## src/rtl/ppm_pkg.sv

```systemverilog
// Shared definitions for the 8-ary PPM receive path.
//   PPM_ORDER   : number of chip slots per symbol frame
//   SYM_BITS    : width of a decided symbol index
//   ppm_state_e : frame sequencer states
//   sat_inc     : saturating increment, used for the chip counters
package ppm_pkg;

  localparam int unsigned PPM_ORDER = 8;
  localparam int unsigned SYM_BITS  = 3;

  typedef enum logic [1:0] {
    ST_IDLE,
    ST_ACQ,
    ST_GUARD,
    ST_EVAL
  } ppm_state_e;

  // Returns val+1, clamped to max_val.
  function automatic logic [31:0] sat_inc(input logic [31:0] val, input logic [31:0] max_val);
    return (val >= max_val) ? max_val : val + 32'd1;
  endfunction

endpackage

```

## src/rtl/ppm_sym_outreg.sv

```systemverilog
// Valid/ready holding register for decided PPM symbols.
//   load          : a new decision is presented this cycle
//   load_*        : decision fields (symbol, peak count, erasure flag)
//   clr_overrun   : clears the sticky overrun flag
//   sym_ready     : downstream accepts the held symbol
//   sym_valid/out/peak/erasure : held symbol
//   overrun_err   : sticky, set when a decision could not be stored
module ppm_sym_outreg
  import ppm_pkg::*;
#(
  parameter int unsigned CHIP_BITS = 3
) (
  input  logic                 clk,
  input  logic                 rstb,
  input  logic                 load,
  input  logic [SYM_BITS-1:0]  load_sym,
  input  logic [CHIP_BITS-1:0] load_peak,
  input  logic                 load_erasure,
  input  logic                 clr_overrun,
  input  logic                 sym_ready,
  output logic                 sym_valid,
  output logic [SYM_BITS-1:0]  sym_out,
  output logic [CHIP_BITS-1:0] sym_peak,
  output logic                 sym_erasure,
  output logic                 overrun_err
);

  logic                 valid_q,   valid_d;
  logic [SYM_BITS-1:0]  sym_q,     sym_d;
  logic [CHIP_BITS-1:0] peak_q,    peak_d;
  logic                 erasure_q, erasure_d;
  logic                 overrun_q, overrun_d;

  always_comb begin
    valid_d   = valid_q;
    sym_d     = sym_q;
    peak_d    = peak_q;
    erasure_d = erasure_q;
    overrun_d = overrun_q;

    if (sym_ready) valid_d = 1'b0;

    // A load is accepted when the register is empty or drains on this edge.
    if (load) begin
      if (!valid_q || sym_ready) begin
        valid_d   = 1'b1;
        sym_d     = load_sym;
        peak_d    = load_peak;
        erasure_d = load_erasure;
      end else begin
        overrun_d = 1'b1;
      end
    end

    if (clr_overrun) overrun_d = 1'b0;
  end

  always_ff @(posedge clk or negedge rstb) begin
    if (!rstb) begin
      valid_q   <= 1'b0;
      sym_q     <= '0;
      peak_q    <= '0;
      erasure_q <= 1'b0;
      overrun_q <= 1'b0;
    end else begin
      valid_q   <= valid_d;
      sym_q     <= sym_d;
      peak_q    <= peak_d;
      erasure_q <= erasure_d;
      overrun_q <= overrun_d;
    end
  end

  assign sym_valid   = valid_q;
  assign sym_out     = sym_q;
  assign sym_peak    = peak_q;
  assign sym_erasure = erasure_q;
  assign overrun_err = overrun_q;

endmodule

```

## src/rtl/ppm8_chip_sequencer.sv

```systemverilog
// Frame sequencer for the 8-ary PPM receive path.
// Bins SPAD pulses into eight chip-slot counters per frame, presents them to
// the external correlator for one EVAL cycle, and captures the decision into
// a valid/ready output register.
//   clk, rstb          : clock, async active-low reset
//   enable             : run frames back-to-back while high
//   spad_pulse         : one detection per high cycle
//   threshold_cfg      : threshold, sampled at frame start
//   chips_out          : chip counters, chip i at [i*CHIP_BITS +: CHIP_BITS]
//   corr_valid/threshold, corr_symbol/peak/unmet : correlator interface
//   sym_valid/ready/out/peak/erasure : decided symbol output
//   overrun_err        : sticky, a decision was dropped (cleared in IDLE)
module ppm8_chip_sequencer
  import ppm_pkg::*;
#(
  parameter int unsigned CHIP_BITS    = 3,
  parameter int unsigned SLOT_CYCLES  = 8,
  parameter int unsigned GUARD_CYCLES = 2
) (
  input  logic                           clk,
  input  logic                           rstb,
  input  logic                           enable,
  input  logic                           spad_pulse,
  input  logic [CHIP_BITS-1:0]           threshold_cfg,
  output logic [PPM_ORDER*CHIP_BITS-1:0] chips_out,
  output logic                           corr_valid,
  output logic [CHIP_BITS-1:0]           corr_threshold,
  input  logic [SYM_BITS-1:0]            corr_symbol,
  input  logic [CHIP_BITS-1:0]           corr_peak,
  input  logic                           corr_unmet,
  output logic                           sym_valid,
  input  logic                           sym_ready,
  output logic [SYM_BITS-1:0]            sym_out,
  output logic [CHIP_BITS-1:0]           sym_peak,
  output logic                           sym_erasure,
  output logic                           overrun_err
);

  localparam int unsigned CW = (SLOT_CYCLES  > 1) ? $clog2(SLOT_CYCLES)  : 1;
  localparam int unsigned GW = (GUARD_CYCLES > 1) ? $clog2(GUARD_CYCLES) : 1;
  localparam logic [31:0] CHIP_MAX = (32'd1 << CHIP_BITS) - 32'd1;

  ppm_state_e                           state_q, state_d;
  logic [CW-1:0]                        cyc_cnt_q, cyc_cnt_d;
  logic [SYM_BITS-1:0]                  slot_idx_q, slot_idx_d;
  logic [GW-1:0]                        guard_cnt_q, guard_cnt_d;
  logic [PPM_ORDER-1:0][CHIP_BITS-1:0]  chips_q, chips_d;
  logic [CHIP_BITS-1:0]                 thr_q, thr_d;
  logic                                 corr_valid_q, corr_valid_d;
  logic                                 start_frame;

  always_comb begin
    state_d     = state_q;
    cyc_cnt_d   = cyc_cnt_q;
    slot_idx_d  = slot_idx_q;
    guard_cnt_d = guard_cnt_q;
    chips_d     = chips_q;
    thr_d       = thr_q;
    start_frame = 1'b0;

    unique case (state_q)
      ST_IDLE: begin
        if (enable) start_frame = 1'b1;
      end
      ST_ACQ: begin
        if (!enable) begin
          state_d = ST_IDLE;
          chips_d = '0;
        end else begin
          if (spad_pulse)
            chips_d[slot_idx_q] = CHIP_BITS'(sat_inc(32'(chips_q[slot_idx_q]), CHIP_MAX));
          if (cyc_cnt_q == CW'(SLOT_CYCLES - 1)) begin
            cyc_cnt_d = '0;
            if (slot_idx_q == SYM_BITS'(PPM_ORDER - 1)) begin
              slot_idx_d = '0;
              if (GUARD_CYCLES == 0) begin
                state_d = ST_EVAL;
              end else begin
                state_d     = ST_GUARD;
                guard_cnt_d = '0;
              end
            end else begin
              slot_idx_d = slot_idx_q + 1'b1;
            end
          end else begin
            cyc_cnt_d = cyc_cnt_q + 1'b1;
          end
        end
      end
      ST_GUARD: begin
        if (!enable) begin
          state_d = ST_IDLE;
          chips_d = '0;
        end else if (guard_cnt_q == GW'(GUARD_CYCLES - 1)) begin
          state_d = ST_EVAL;
        end else begin
          guard_cnt_d = guard_cnt_q + 1'b1;
        end
      end
      ST_EVAL: begin
        // Evaluation always completes; enable only picks the next state.
        if (enable) start_frame = 1'b1;
        else        state_d     = ST_IDLE;
      end
      default: state_d = ST_IDLE;
    endcase

    if (start_frame) begin
      state_d    = ST_ACQ;
      chips_d    = '0;
      cyc_cnt_d  = '0;
      slot_idx_d = '0;
      thr_d      = threshold_cfg;
    end

    corr_valid_d = (state_d == ST_EVAL);
  end

  always_ff @(posedge clk or negedge rstb) begin
    if (!rstb) begin
      state_q      <= ST_IDLE;
      cyc_cnt_q    <= '0;
      slot_idx_q   <= '0;
      guard_cnt_q  <= '0;
      chips_q      <= '0;
      thr_q        <= '0;
      corr_valid_q <= 1'b0;
    end else begin
      state_q      <= state_d;
      cyc_cnt_q    <= cyc_cnt_d;
      slot_idx_q   <= slot_idx_d;
      guard_cnt_q  <= guard_cnt_d;
      chips_q      <= chips_d;
      thr_q        <= thr_d;
      corr_valid_q <= corr_valid_d;
    end
  end

  assign chips_out      = chips_q;
  assign corr_valid     = corr_valid_q;
  assign corr_threshold = thr_q;

  ppm_sym_outreg #(
    .CHIP_BITS (CHIP_BITS)
  ) u_outreg (
    .clk          (clk),
    .rstb         (rstb),
    .load         (state_q == ST_EVAL),
    .load_sym     (corr_symbol),
    .load_peak    (corr_peak),
    .load_erasure (corr_unmet),
    .clr_overrun  (state_q == ST_IDLE),
    .sym_ready    (sym_ready),
    .sym_valid    (sym_valid),
    .sym_out      (sym_out),
    .sym_peak     (sym_peak),
    .sym_erasure  (sym_erasure),
    .overrun_err  (overrun_err)
  );

endmodule

```

## config.mk

```make
export PLATFORM = sky130hd
export DESIGN_NAME = ppm8_chip_sequencer
export DESIGN_NICKNAME = d
export VERILOG_FILES = /design/src/rtl/ppm_pkg.sv /design/src/rtl/ppm_sym_outreg.sv /design/src/rtl/ppm8_chip_sequencer.sv
export SDC_FILE = /design/constraint.sdc
export NUM_CORES = 1
export LEC_CHECK = 0
export ABC_CLOCK_PERIOD_IN_PS = 7900
export CAP_MARGIN = 20
export CORE_AREA = 2 2 70 72
export CTS_BUF_LIST = sky130_fd_sc_hd__clkbuf_2 sky130_fd_sc_hd__clkbuf_4 sky130_fd_sc_hd__clkbuf_8
export DETAILED_ROUTE_END_ITERATION = 8
export DIE_AREA = 0 0 72 74
export HOLD_SLACK_MARGIN = 0.06
export PLACE_DENSITY = 0.86
export SYNTH_ARGS = -nofsm -noshare
export SYNTH_HDL_FRONTEND = slang
export SYNTH_HIERARCHICAL = 1
export SYNTH_SLANG_ARGS = --single-unit
```

## constraint.sdc

```tcl
create_clock -name clk -period 7.9 [get_ports clk]
set_clock_uncertainty 0.15 [all_clocks]
set_input_delay 1.185 -clock clk [delete_from_list [all_inputs] [get_ports clk]]
set_output_delay 1.185 -clock clk [all_outputs]
set_load 0.1 [all_outputs]
```

==> run metrics <==
Post-DRT Antenna Nets=0; port bufs=51; drt via density=6.121; Tightest Pin Transition=0.9869 ns; cell family with most CP delay=buffers and inverters; Crit Reg-Reg Startpoint=slot_idx_q[0]$_DFFE_PN0P_; Primary FF master, synth=dfrtp_1; met2 Use GR=42.39%; met1 global-route usage=31.30%; Critical Path AT=1.92 ns; area grow syn2layout=25.28%; Reg power frac=41.0%; final setup fails=0; FFs w/ async S/R, synth=between 90% and 100%; Max-slew headroom=approximately a third; worst-path maximum fanout=3; drt first pass iters=4; P_leak=about 0.0013 uW; Crit. Startpoint=u_outreg/sym_valid$_DFF_PN0_; via count=2069; Worst path depth=1; R2R Setup Slk=4.79 ns; slowest stage delay, CP=1.18 ns; clock share of power=22.8%; synth warn=6; deepest clock path buffer count=2; clk_lat worst skew=0.31 ns; worst vdd ir=about 0.23 mV; TritonCTS buffer count=5; Post CTS Setup Buffer Count=0; Post-Syn Nets=260; Initial Util=54.99%; Sw Share=41.38%; core area=4598 um2; Final Hold Viols=0; reg-to-reg endpoint=chips_out[0]$_DFFE_PN0P_; setup ws final=between 4 and 5 ns; Placed Area=3045 um2; Worst Hold Class=reg -> reg; wire per inst=18.09 um; Die Y=74 um; I/O pin cnt=52; Post-synth EDFFs=0; die footprint=5328 um2; Antenna Cells=0; Cell Chain, Critical Path=clkdlybuf4s50_1; H-tree levels=2; cell count of the worst reg-to-reg path=7; met3 usage=between 5 and 6%; P per Cell Area=215.3 nW/um2; initial drt markers=290; unrepaired setup endpoints after global routing=no; initial antenna violation count=0; Syn Std Cell Area=2529 um2; fill cell count=345; Final #Nets=between 300 and 400; post-synthesis sequential area ratio=between 40% and 50%; CP max-delay cell=clkdlybuf4s50_1; fin. max-slew vios=0; flops & latches, synth=46; Fin Setup TNS=0 ns; vias in the first global route=2183; dpl hpwl=roughly 4400 um; internal power=approximately 400 uW; routability cong.=0.8403; Synth Instances=235; Die Wd=between 70 and 80 um; first-pass GRT wire length=roughly 10000 um; Finished Core Util=68.90%; max_cap viols=0; CP endpoint=sym_valid; library cells used by synthesis=40; Critical Path Sink Type=primary output; total wire length=6113 um; Gate power share=36.2%; clock transition at the registers of the reported paths=0.09 ns; worst path bufs/invs=1; CP Class=reg -> out; outcome=completed; largest net degree at the start of global routing=47; Net Sw Power=roughly 280 uW; Post-CTS Hold Buffers=0; fin crit share=between 40% and 50%; CP startpoint kind=register; GRT Overall Usage=24.87%; GRT busiest layer=met2; Clock Sinks=46; layout cell share with drive strength beyond 1=between 10% and 20%; Synth Area per Inst=10.76 um2; fin area=roughly 3200 um2; clk root buf=clkbuf_8; GRT overflow=0; worst slack at placement=4.073 ns; CTS tree=yes; PostCTS Resize Cnt=0; Post-route DRC=0; WP data required=about 6.6 ns; row count=25; min Tclk post-route=3.257 ns; fmax=0.3071 GHz
==> cells in the final DEF, fill, tap and decap left out, types with 2 or more instances in the layout <==
cell	instances
a22oi_1	3
or3_1	2
clkbuf_8	6
mux2_4	8
a32o_1	4
a21boi_1	2
nand2_2	2
mux4_2	6
o22ai_1	2
nor2_1	10
o211ai_1	16
and2_1	4
inv_1	7
o2bb2ai_1	5
nor3_1	2
nand3_1	22
dfrtp_1	46
nand2_1	19
clkdlybuf4s50_1	50
nor2b_2	2
a21oi_1	3
nand2b_1	4
a32oi_1	8
o21ai_1	17
inv_2	3
ha_1	10
nor2b_1	3
==> flip-flops by register name, indices dropped and copies added (netlist names) <==
register	cells
slot_idx_q	3
u_outreg/sym_out	3
u_outreg/sym_peak	3
cyc_cnt_q	3
guard_cnt_q	1
corr_valid	1
state_q	2
u_outreg/overrun_err	1
chips_out	24
u_outreg/sym_erasure	1
u_outreg/sym_valid	1
corr_threshold	3
==> area by class of cell <==
| class | count | area (um2) | area share (%) |
|---|---|---|---|
| clock buffers | 6 | 82.58 | 2.607 |
| clock inverters | 2 | 12.51 | 0.3949 |
| inverters | 10 | 37.54 | 1.185 |
| multi-input cells | 166 | 1276 | 40.28 |
| flip-flops and latches | 46 | 1151 | 36.33 |
| well taps | 54 | 67.56 | 2.133 |
| repair buffers | 54 | 540.5 | 17.06 |
==> per-stage QoR <==
step                power (uW)  cells  hold slack (ns)
floorplan                467.6    235           0.3357
global placement         518.4    328           0.3074
detailed placement       525.2    328           0.3239
CTS                      676.1    336           0.3456
global route             715.9    338           0.3765
finish                   682.0    338           0.3445
==> layer usage <==
| layer | vias to the layer above | share of wire, % |
|---|---|---|
| li1 | 971 | - |
| met1 | 992 | 42 |
| met2 | 98 | 51 |
| met3 | 8 | 6.5 |
| met4 | 0 | 1.1 |
| met5 | - | 0 |
==> logic make-up (layout without fill, tap and decap cells) <==
group,after synthesis,count (layout),synth area share [%]
AOI/OAI and AO/OA,66,66,19.10
DFF,46,46,45.52
buffers and inverters,23,72,4.008
adders and majority gates,10,10,4.948
muxes,16,16,11.43
and+or+nand+nor,74,74,14.99
==> synth_stat cells, drive strengths merged, types with 3 or more instances <==
cell type   n  share of area, %
dfrtp      46                46
nand2      22               3.8
nand3      22               4.4
o21ai      18               3.6
o211ai     16               4.8
ha         10               4.9
inv        10               1.5
nor2       10               1.5
mux2        9               5.2
a32oi       8               2.8
clkbuf      7               1.0
buf         6               1.5
mux4        6               5.3
nand2b      5               1.5
nor2b       5               1.4
o2bb2ai     5               1.7
a32o        4               1.6
and2        4              0.99
a21oi       3              0.59
a22oi       3              0.89
==> worst min-delay path by stage <==
stage / from / to / cells after the start
after detailed placement: corr_threshold[1]$_DFFE_PN0P_ / corr_threshold[1]$_DFFE_PN0P_ / 2
after CTS: corr_threshold[2]$_DFFE_PN0P_ / corr_threshold[2]$_DFFE_PN0P_ / 2
after global routing: corr_threshold[1]$_DFFE_PN0P_ / corr_threshold[1]$_DFFE_PN0P_ / 2
final: corr_threshold[2]$_DFFE_PN0P_ / corr_threshold[2]$_DFFE_PN0P_ / 2
after floorplan: guard_cnt_q$_DFFE_PN0P_ / guard_cnt_q$_DFFE_PN0P_ / 1
after global placement: corr_threshold[2]$_DFFE_PN0P_ / corr_threshold[2]$_DFFE_PN0P_ / 2
==> power by group through the flow <==
stage | logic (uW) | registers (uW) | clock network, uW
CTS | 242 | 279 | 155
floorplan | 132 | 335 | 0
global placement | 236 | 283 | 0
detailed placement | 241 | 284 | 0
finish | 247 | 280 | 155
global route | 268 | 283 | 165
(Power assumes the default switching activity.)
